File: src/rtl/hazard_fwd_unit_pkg.sv
// ============================================================================
// Module  : hazard_fwd_unit_pkg
// Brief   : Shared pipeline constants, shadow-entry type and match helper.
// Revision: 1.0 - initial release
// ============================================================================
`default_nettype none

package hazard_fwd_unit_pkg;

    localparam logic [1:0] FWD_RF  = 2'b00;
    localparam logic [1:0] FWD_EX  = 2'b01;
    localparam logic [1:0] FWD_MEM = 2'b10;
    localparam logic [1:0] FWD_WB  = 2'b11;

    localparam logic [3:0] PC_REG  = 4'd15;

    localparam int unsigned STAGES = 3;
    localparam int unsigned STAT_W = 16;

    typedef struct packed {
        logic       valid;
        logic       rf_en;
        logic       load;
        logic [3:0] dest;
    } shadow_entry_t;

    // True when a producing entry supplies the value an operand reads.
    function automatic logic entry_match(input shadow_entry_t e,
                                         input logic          used,
                                         input logic [3:0]    src);
        return used && e.valid && e.rf_en && (e.dest == src) && (src != PC_REG);
    endfunction

endpackage

`default_nettype wire

File: src/rtl/hazard_fwd_unit_shadow_stage.sv
// ============================================================================
// Module  : hazard_shadow_stage
// Brief   : One shadow pipeline entry {valid, rf_en, load, dest} with clear.
// Revision: 1.0 - initial release
// ============================================================================
`default_nettype none

module hazard_shadow_stage
    import hazard_fwd_unit_pkg::*;
(
    input  logic          clk,
    input  logic          reset,
    input  logic          clear,
    input  shadow_entry_t d,
    output shadow_entry_t q
);

    shadow_entry_t r_entry;

    always_ff @(posedge clk or posedge reset) begin
        if (reset) begin
            r_entry <= '0;
        end else if (clear) begin
            r_entry <= '0;
        end else begin
            r_entry <= d;
        end
    end

    assign q = r_entry;

endmodule

`default_nettype wire

File: src/rtl/hazard_fwd_unit.sv
// ============================================================================
// Module  : hazard_fwd_unit
// Brief   : Load-use stall, branch flush and operand forwarding control.
//           Optional stall/flush statistics counters under HAZARD_STATS_EN.
// Revision: 1.0 - initial release
// ============================================================================
`default_nettype none

module hazard_fwd_unit
    import hazard_fwd_unit_pkg::*;
(
    input  logic       clk,
    input  logic       reset,
    input  logic [3:0] id_ra,
    input  logic [3:0] id_rb,
    input  logic [3:0] id_rd,
    input  logic       id_ra_used,
    input  logic       id_rb_used,
    input  logic       id_rd_used,
    input  logic       id_valid,
    input  logic       id_rf_en,
    input  logic       id_load,
    input  logic [3:0] id_dest,
    input  logic       ex_branch_taken,
    output logic       pc_load_enable,
    output logic       if_id_load_enable,
    output logic       if_id_flush,
    output logic       id_exe_bubble,
    output logic [1:0] fwd_sel_a,
    output logic [1:0] fwd_sel_b,
    output logic [1:0] fwd_sel_d
`ifdef HAZARD_STATS_EN
    ,
    output logic [STAT_W-1:0] stall_count,
    output logic [STAT_W-1:0] flush_count
`endif
);

    shadow_entry_t w_stage_d [STAGES];
    shadow_entry_t w_stage_q [STAGES];
    logic          w_clear   [STAGES];

    logic w_load_use;
    logic w_stall;
    logic w_flush;

    assign w_stage_d[0] = '{valid: id_valid, rf_en: id_rf_en,
                            load: id_load, dest: id_dest};
    assign w_clear[0]   = id_exe_bubble;

    // Index 0 is EX, 1 is MEM, 2 is WB; the bubble only squashes entry into EX.
    genvar g;
    generate
        for (g = 0; g < STAGES; g++) begin : g_stage
            if (g > 0) begin : g_chain
                assign w_stage_d[g] = w_stage_q[g-1];
                assign w_clear[g]   = 1'b0;
            end
            hazard_shadow_stage u_stage (
                .clk   (clk),
                .reset (reset),
                .clear (w_clear[g]),
                .d     (w_stage_d[g]),
                .q     (w_stage_q[g])
            );
        end
    endgenerate

    function automatic logic [1:0] fwd_pick(input logic       used,
                                            input logic [3:0] src);
        logic [1:0] sel;
        sel = FWD_RF;
        if (entry_match(w_stage_q[2], used, src)) sel = FWD_WB;
        if (entry_match(w_stage_q[1], used, src)) sel = FWD_MEM;
        if (entry_match(w_stage_q[0], used, src)) sel = FWD_EX;
        return sel;
    endfunction

    always_comb begin
        fwd_sel_a = FWD_RF;
        fwd_sel_b = FWD_RF;
        fwd_sel_d = FWD_RF;
        if (id_valid && !reset) begin
            fwd_sel_a = fwd_pick(id_ra_used, id_ra);
            fwd_sel_b = fwd_pick(id_rb_used, id_rb);
            fwd_sel_d = fwd_pick(id_rd_used, id_rd);
        end
    end

    assign w_load_use = id_valid && w_stage_q[0].valid && w_stage_q[0].load &&
                        (entry_match(w_stage_q[0], id_ra_used, id_ra) ||
                         entry_match(w_stage_q[0], id_rb_used, id_rb) ||
                         entry_match(w_stage_q[0], id_rd_used, id_rd));

    // A taken branch squashes the dependent instruction, so it never stalls.
    assign w_stall = w_load_use && !ex_branch_taken && !reset;
    assign w_flush = ex_branch_taken && !reset;

    assign pc_load_enable    = !w_stall;
    assign if_id_load_enable = !w_stall;
    assign if_id_flush       = w_flush;
    assign id_exe_bubble     = w_stall || w_flush;

`ifdef HAZARD_STATS_EN
    logic [STAT_W-1:0] r_stall_count;
    logic [STAT_W-1:0] r_flush_count;

    always_ff @(posedge clk or posedge reset) begin
        if (reset) begin
            r_stall_count <= '0;
            r_flush_count <= '0;
        end else begin
            if (w_stall && (r_stall_count != {STAT_W{1'b1}})) begin
                r_stall_count <= r_stall_count + 1'b1;
            end
            if (w_flush && (r_flush_count != {STAT_W{1'b1}})) begin
                r_flush_count <= r_flush_count + 1'b1;
            end
        end
    end

    assign stall_count = r_stall_count;
    assign flush_count = r_flush_count;
`endif

endmodule

`default_nettype wire

File: config.mk
export PLATFORM = sky130hd
export DESIGN_NAME = hazard_fwd_unit
export DESIGN_NICKNAME = d
export VERILOG_FILES = /design/src/rtl/hazard_fwd_unit_pkg.sv /design/src/rtl/hazard_fwd_unit_shadow_stage.sv /design/src/rtl/hazard_fwd_unit.sv
export SDC_FILE = /design/constraint.sdc
export NUM_CORES = 1
export LEC_CHECK = 0
export CORE_AREA = 2 2 61 57
export DETAILED_ROUTE_END_ITERATION = 12
export DIE_AREA = 0 0 63 59
export GPL_TIMING_DRIVEN = 0
export PLACE_DENSITY = 0.74
export SLEW_MARGIN = 10
export SYNTH_ARGS = -nofsm -noshare
export SYNTH_HDL_FRONTEND = slang
export SYNTH_HIERARCHICAL = 1
export SYNTH_SLANG_ARGS = --single-unit
File: constraint.sdc
create_clock -name clk -period 2.4 [get_ports clk]
set_clock_uncertainty 0.2 [all_clocks]
set_input_delay 0.72 -clock clk [delete_from_list [all_inputs] [get_ports clk]]
set_output_delay 0.72 -clock clk [all_outputs]
set_load 0.01 [all_outputs]
* Word-level counts from Yosys, hierarchy flattened
Index checks and enable logic that the tools add are counted.
** Word-level totals
- Flip-flop bits (word level) :: 19
- Input bits :: 25
- Output and inout bits :: 10
** Cells by class
- Muxes and demuxes :: 13
- Equal/unequal tests :: 12
- Reduce and logical (&&, ||, !) cells :: 49
** Operators with widths (count)
- logical AND 1 bit :: 43
- == test 4 bit :: 9
- 2-to-1 mux 2 bit :: 12
- inequality test 4 bit (second input constant) :: 3
- 2-to-1 mux 7 bit :: 1
- zero test 1 bit :: 3
- logical OR 1 bit :: 3

* Depth between registers and ports, before layout
Gate-level depths: netlist (run 1).
- Depth in word-level cells :: 11
- Depth in mapped cells :: 6
- Depth with buffers taken out :: 6

* Hierarchy
Netlist (run 1), hierarchy kept.
** By module, submodules not included
- hazard_shadow_stage :: instances 3, area each 222.7 sq um, cells an instance 15
- hazard_fwd_unit :: instances 1, area each 611.8 sq um, cells an instance 83

* Least setup slack after synthesis (run 1)
No wires, ideal clock.
- Path kind :: input to output
- From :: input port id_rb[2]
- To :: output port id_exe_bubble
- Cell stages on the path :: 4
- Arrival :: 1798 ps
- Slack :: -318 ps
- Buffers on the path :: 0
- Required time :: 1480 ps
- Path through :: xor2_1 nor4_1 o31ai_1 nand2b_1
** Between the ends
- Word-level cells in the longest chain between the ends :: 9
- Elaborated cells between the ends (all ways) :: 10
** RTL lines
- from (decl) :: RTL line hazard_fwd_unit.sv:15 : input logic [3:0] id_rb,
- == test 4 bit :: RTL line hazard_fwd_unit_pkg.sv:31 : return used && e.valid && e.rf_en && (e.dest == src) && (src != PC_REG);
- logical AND 1 bit :: RTL line hazard_fwd_unit_pkg.sv:31
- logical AND 1 bit (*) :: RTL line hazard_fwd_unit_pkg.sv:31
- logical OR 1 bit (*) :: RTL line hazard_fwd_unit.sv:91 : (entry_match(w_stage_q[0], id_ra_used, id_ra) ||
- logical OR 1 bit (*) :: RTL line hazard_fwd_unit.sv:92 : entry_match(w_stage_q[0], id_rb_used, id_rb) ||
- logical AND 1 bit (*) :: RTL line hazard_fwd_unit.sv:90 : assign w_load_use = id_valid && w_stage_q[0].valid && w_stage_q[0].load &&
- logical AND 1 bit (*) (2 in series) :: RTL line hazard_fwd_unit.sv:96 : assign w_stall = w_load_use && !ex_branch_taken && !reset;
- logical OR 1 bit (*) :: RTL line hazard_fwd_unit.sv:102 : assign id_exe_bubble = w_stall || w_flush;
- to (decl) :: RTL line hazard_fwd_unit.sv:28 : output logic id_exe_bubble,
Mark *: on every way between the ends. The rest lies on a longest branch, timed or not.

* Worst setup path after layout (run 1)
- From :: input port id_rd[3]
- To :: output port fwd_sel_d[1]
** Between the ends
- Word-level cells in the longest chain between the ends :: 7
- Elaborated cells between the ends (all ways) :: 14
** RTL lines
- from (decl) :: RTL line hazard_fwd_unit.sv:16 : input logic [3:0] id_rd,
- == test 4 bit :: RTL line hazard_fwd_unit_pkg.sv:31
- logical AND 1 bit (2 in series) :: RTL line hazard_fwd_unit_pkg.sv:31
- 2-to-1 mux 2 bit :: RTL line hazard_fwd_unit.sv:73 : if (entry_match(w_stage_q[2], used, src)) sel = FWD_WB;
- 2-to-1 mux 2 bit :: RTL line hazard_fwd_unit.sv:74 : if (entry_match(w_stage_q[1], used, src)) sel = FWD_MEM;
- 2-to-1 mux 2 bit (*) :: RTL line hazard_fwd_unit.sv:75 : if (entry_match(w_stage_q[0], used, src)) sel = FWD_EX;
- 2-to-1 mux 2 bit (*) :: RTL line hazard_fwd_unit.sv:83 : if (id_valid && !reset) begin
- to (decl) :: RTL line hazard_fwd_unit.sv:31 : output logic [1:0] fwd_sel_d
Marks and branches as above.

==> run summary, run 1 <==
RSZ-0062 raised after global routing: yes
Buffers on Ports: 34
Status: finished, violations left
Critical-path top delay cell: or4_4
Final setup TNS: -4.401 ns
CP peak stage delay: 0.54 ns
Crit path max-delay family: simple AND/OR/NAND/NOR gates
P&R area growth vs syn: 83.66%
Clk slew on worst S/H paths: 0.11 ns
Slew Limit Fails: 0
Starting density of the core: 0.4032
Layout cell share with drive strength beyond 1: 0.5306
CTS H-Tree Depth: 1
Vias/cell: 4.857
CTS buffer count: 3
Routed WL: 3882 µm
Tightest Hold Check Type: flip-flop to flip-flop
Die footprint: 3717 µm²
Final period util: 1.246
Final-report setup violation count: 9
Failing checks: setup timing
Final ANT Viol Nets: 0
PD cells: 345.2 nW/µm²
Die width: 63 µm
Most common cell after layout, fill and taps aside: nor2b_1
Crit Path Class: input port to output pin
Row cnt: 19
# diodes: 0
Hold Fails Final Rpt: 0
Vias in the first global route: 1211
CP cell instances: buf_8 -> buf_6 -> nand4_1 -> nand2_2 -> or4_4 -> nor2b_4 -> nor3_2 -> buf_2
Place WS: -1.509 ns
Gpl congestion: 0.7837
Largest net degree at the start of global routing: 11
Total grt overflow: 0
Achievable frequency: 0.3344 GHz
Violation count after the first detailed-route iteration: 58
Mapped Avg Cell Area: 9.818 µm²
DRC: 0
CP bufs+invs: 3
Total Power: 0.7719 mW
Critical path required time: 1.48 ns
Vias: 1156
I/O pins: 35
Setup ws final: -0.5909 ns
Worst Setup End Kind: output pin
Final HPWL DP: 2342 µm
Aggregate global-route resource usage: 0.2078
First-pass GRT wire length: 5809 µm
Worst skew pair latency: 0.29 ns
Crit Path Max Fanout: 3
Max reg flops: 19
FILL cells: 199
Synth Cell Area: 1217 µm²
Max-capacitance violation count: 0
CTS tree: done
Leakage: 0.9903 nW
Initial DRT Pass Iterations: 4
Layout Nets: 222
Critical Path AT: 2.07 ns
Worst VDD drop: 0.3127 mV
Chip height: 59 µm
Avg WL per Cell: 16.31 µm
Clk root buf: clkbuf_4
Multi-input combinational cell area: 1084 µm²
Final min period: 2.991 ns
Synth warn: 6
Total core area: 3019 µm²
Mapped Cells: 124
Area occupied by registers: 484.2 µm²
Initial antenna violation count: 0
Hold Buf Count CTS: 0
CP Launch Type: input port
Commonest non-fill, non-tap cells in the layout: 19 x nor2b_1, 18 x buf_4, 15 x xnor2_2
CTS sink cnt: 19
Max clock buf depth: 2
==> per-stage QoR <==
| step | util | std cells | hold WS, ns | cell area, µm² |
|---|---|---|---|---|
| 4_1_cts | 0.6776 | 229 | 0.3058 | 2046 |
| 6_report | 0.7406 | 238 | 0.3094 | 2236 |
| 2_1_floorplan | - | 135 | 0.2642 | 1282 |
| 5_1_grt | 0.7406 | 238 | 0.3341 | 2236 |
| 3_3_place_gp | 0.5549 | 211 | 0.2717 | 1675 |
| 3_5_place_dp | 0.5549 | 211 | 0.2822 | 1675 |
==> where the power goes <==
group / internal (mW) / total [mW] / switching, mW
combinational: 0.145 / 0.250 / 0.105
sequential: 0.337 / 0.364 / 0.0267
clock: 0.0645 / 0.158 / 0.0933
==> timing repair <==
action                                  CTS  global route
resized for setup                       167            29
gates cloned                              0             0
endpoints found under the setup margin   17             9
buffers inserted                         14            11
pin swaps                                35            25
==> area by class of cell <==
class,instances,area share
Multi-Input combinational cell,112,0.4846
Inverter,3,0.005036
Tap cell,42,0.02350
Buffer,1,0.003358
Sequential cell,19,0.2166
Timing Repair Buffer,57,0.2552
Clock buffer,4,0.01175
==> per-layer routing <==
metal	global-route usage	part of all wire
met1	0.2243	0.39
met2	0.4179	0.56
met3	0.03612	0.040
met4	0.06032	0.0067
met5	0	0
==> worst paths after layout <==
kind	start	endpoint	slack [ns]	cells after the start
worst max-delay path	id_rd[3]	fwd_sel_d[1]	-0.59	8
worst min-delay path	g_stage[1].u_stage/q[5]	g_stage[2].u_stage/q[5]	0.31	1
worst max register to register	g_stage[0].u_stage/q[3]	g_stage[0].u_stage/q[2]	0.31	9
worst min register to register	g_stage[1].u_stage/q[5]	g_stage[2].u_stage/q[5]	0.31	1
max in group asynchronous	reset	g_stage[2].u_stage/q[2]	1.38	2
min in group asynchronous	reset	g_stage[1].u_stage/q[5]	0.38	2
Note: power is estimated with default switching activity, not from simulation.
==> run 2, diff against run 1 <==
--- a/config.mk
+++ b/config.mk
@@ -10,6 +10,7 @@
 export DIE_AREA = 0 0 63 59
 export GPL_TIMING_DRIVEN = 0
 export PLACE_DENSITY = 0.74
+export SKIP_LAST_GASP = 1
 export SLEW_MARGIN = 10
 export SYNTH_ARGS = -nofsm -noshare
 export SYNTH_HDL_FRONTEND = slang
==> run 2 against run 1 <==
  * The run still ends with setup timing left
  * Combinational power about the same
  * Worst hold slack got worse by 0.00095 ns
  * Global-route usage did not move
  * Sequential power is essentially flat
  * Clock power hardly changed
  * Count of clock-buffer cells in the layout is the same
  * Register-to-register slack better by 0.02 ns
  * Routed wire length decreased by 1.3%
  * Maximum frequency barely moved
  * Critical endpoint unchanged
  * Largest cell class unchanged
  * Power down 0.35%
  * Sequential cell count did not move
  * Final area unchanged
==> run summary, run 2 (synthesis results as in run 1) <==
Flop2flop setup slack: 0.33 ns (+0.02 ns)
Final-report setup violation count: 9 (unchanged)
Achievable frequency: 0.3341 GHz (about the same)
CP cell instances: buf_8 -> buf_6 -> nand4_1 -> nand2_2 -> or4_4 -> nor2b_4 -> nor3_2 -> buf_2
Vias/cell: 4.887 (+0.61%)
Commonest non-fill, non-tap cells in the layout: 19 x nor2b_1, 18 x buf_4, 15 x xnor2_2
Layout cell share with drive strength beyond 1: 0.5306 (unchanged)
Chip height: 59 µm (unchanged)
Final min period: 2.993 ns (+0.002404 ns)
Largest net degree at the start of global routing: 11 (unchanged)
CP Launch Type: input port
Initial DRT Pass Iterations: 4 (unchanged)
Worst Setup End Kind: output pin
DRC: 0 (unchanged)
Critical-path top delay cell: or4_4
Row cnt: 19 (unchanged)
Clk slew on worst S/H paths: 0.11 ns (about the same)
Final period util: 1.247 (about the same)
Setup ws final: -0.5933 ns (-0.002404 ns)
Finished Cell Area: 2236 µm² (unchanged)
WHS: 0.3084 ns (-0.0009450 ns)
Gate power share: 0.324 (about the same)
Total grt overflow: 0 (unchanged)
Place WS: -1.509 ns (unchanged)
Critical Path AT: 2.07 ns (about the same)
Util after Layout: 0.7406 (unchanged)
Starting density of the core: 0.4032 (unchanged)
Sw Ratio: 0.2895 (-0.002462)
CTS H-Tree Depth: 1 (unchanged)
Layout Nets: 222 (unchanged)
Worst VDD drop: 0.3125 mV (about the same)
Total Power: 0.7692 mW (-0.35%)
# diodes: 0 (unchanged)
Critical path required time: 1.48 ns (about the same)
CTS buffer count: 3 (unchanged)
Failing checks: setup timing
CTS sink cnt: 19 (unchanged)
P&R area growth vs syn: 83.66% (unchanged)
Avg WL per Cell: 16.09 µm (-1.3%)
Clock share of power: 0.203 (about the same)
Violation count after the first detailed-route iteration: 46 (-21%)
Crit path max-delay family: simple AND/OR/NAND/NOR gates
Die width: 63 µm (unchanged)
Total core area: 3019 µm² (unchanged)
CP bufs+invs: 3 (unchanged)
Slew Limit Fails: 0 (unchanged)
Routed WL: 3830 µm (-1.3%)
Die footprint: 3717 µm² (unchanged)
Buffers on Ports: 34 (unchanged)
Clk root buf: clkbuf_4
Sequential share of power: 0.473 (about the same)
Final ANT Viol Nets: 0 (unchanged)
Most common cell after layout, fill and taps aside: nor2b_1
Status: finished, violations left
Vias in the first global route: 1211 (unchanged)
Aggregate global-route resource usage: 0.2078 (unchanged)
Net switching power figure: 0.2227 mW (-1.2%)
First-pass GRT wire length: 5809 µm (unchanged)
CTS tree: done
Worst skew pair latency: 0.29 ns (about the same)
Placed inst area: 1675 µm² (unchanged)
Max-capacitance violation count: 0 (unchanged)
Internal power: 0.5465 mW (about the same)
Max reg flops: 19 (unchanged)
Crit Path Class: input port to output pin
Vias: 1163 (+0.61%)
Hold Fails Final Rpt: 0 (unchanged)
Max clock buf depth: 2 (unchanged)
Final HPWL DP: 2342 µm (unchanged)
CP peak stage delay: 0.54 ns (about the same)
I/O pins: 35 (unchanged)
PD cells: 344.0 nW/µm² (-0.35%)
Gpl congestion: 0.7837 (unchanged)
Crit Path Max Fanout: 3 (unchanged)
RSZ-0062 raised after global routing: yes
Tightest Hold Check Type: flip-flop to flip-flop
Hold Buf Count CTS: 0 (unchanged)
Leakage: 0.9903 nW (unchanged)
Initial antenna violation count: 0 (unchanged)
run 2: repair_timing:
action,4_1_cts,5_1_grt
pin swaps,35,25
resized for setup,166,30
buffers inserted,14,11
endpoints found under the setup margin,17,9
run 2: final timing paths:
kind,cells after the start,from,endpoint
min in group asynchronous,2,reset,g_stage[1].u_stage/q[5]
hold reg to reg,1,g_stage[1].u_stage/q[5],g_stage[2].u_stage/q[5]
setup reg to reg,9,g_stage[0].u_stage/q[0],g_stage[0].u_stage/q[2]
max in group asynchronous,2,reset,g_stage[2].u_stage/q[2]
setup / recovery,8,id_rd[3],fwd_sel_d[1]
hold / removal,1,g_stage[1].u_stage/q[5],g_stage[2].u_stage/q[5]
run 2: final cells by class:
cell class / count / area, µm²
Multi-Input combinational cell: 112 / 1084
Timing Repair Buffer: 57 / 570.5
Sequential cell: 19 / 484.2
Clock buffer: 4 / 26.28
Buffer: 1 / 7.507
Inverter: 3 / 11.26
Fill cell: 197 / 783.3
Tap cell: 42 / 52.55
run 2: power by group through the flow:
| stage | Combinational, mW | Sequential (mW) | Clock [mW] |
|---|---|---|---|
| after floorplan | 0.0862 | 0.356 | 0 |
| after global placement | 0.151 | 0.360 | 0 |
| after detailed placement | 0.157 | 0.362 | 0 |
| after CTS | 0.207 | 0.362 | 0.159 |
| after global routing | 0.267 | 0.367 | 0.178 |
| final | 0.249 | 0.364 | 0.156 |
run 2: metrics by stage:
step	TNS [ns]	instances
final	-4.386	238
after floorplan	-1.406	135
after global routing	-4.853	238
after CTS	-4.230	229
after global placement	-14.94	211
after detailed placement	-15.24	211
run 2: worst register-to-register path, cell delays in order, from the launching register on:
cell and delay, ns:
dfrtp_2 0.49, xnor2_2 0.17, nand3_2 0.10, nor4_4 0.06
buf_4 0.16, o31ai_4 0.31, nand2b_1 0.12, buf_4 0.14
buf_4 0.14, nor2b_1 0.11
run 2: layer usage:
metal / GRT usage / routed length, µm
met1: 0.2243 / 1479
met2: 0.4179 / 2130
met3: 0.03612 / 168
met4: 0.06032 / 51
met5: 0 / 0
==> run 3, diff against run 2 <==
--- a/config.mk
+++ b/config.mk
@@ -8,6 +8,7 @@
 export CORE_AREA = 2 2 61 57
 export DETAILED_ROUTE_END_ITERATION = 12
 export DIE_AREA = 0 0 63 59
+export GPL_ROUTABILITY_DRIVEN = 0
 export GPL_TIMING_DRIVEN = 0
 export PLACE_DENSITY = 0.74
 export SKIP_LAST_GASP = 1
==> results of run 3 <==
The final DEF is identical to that of run 2; final timing and power are the same.
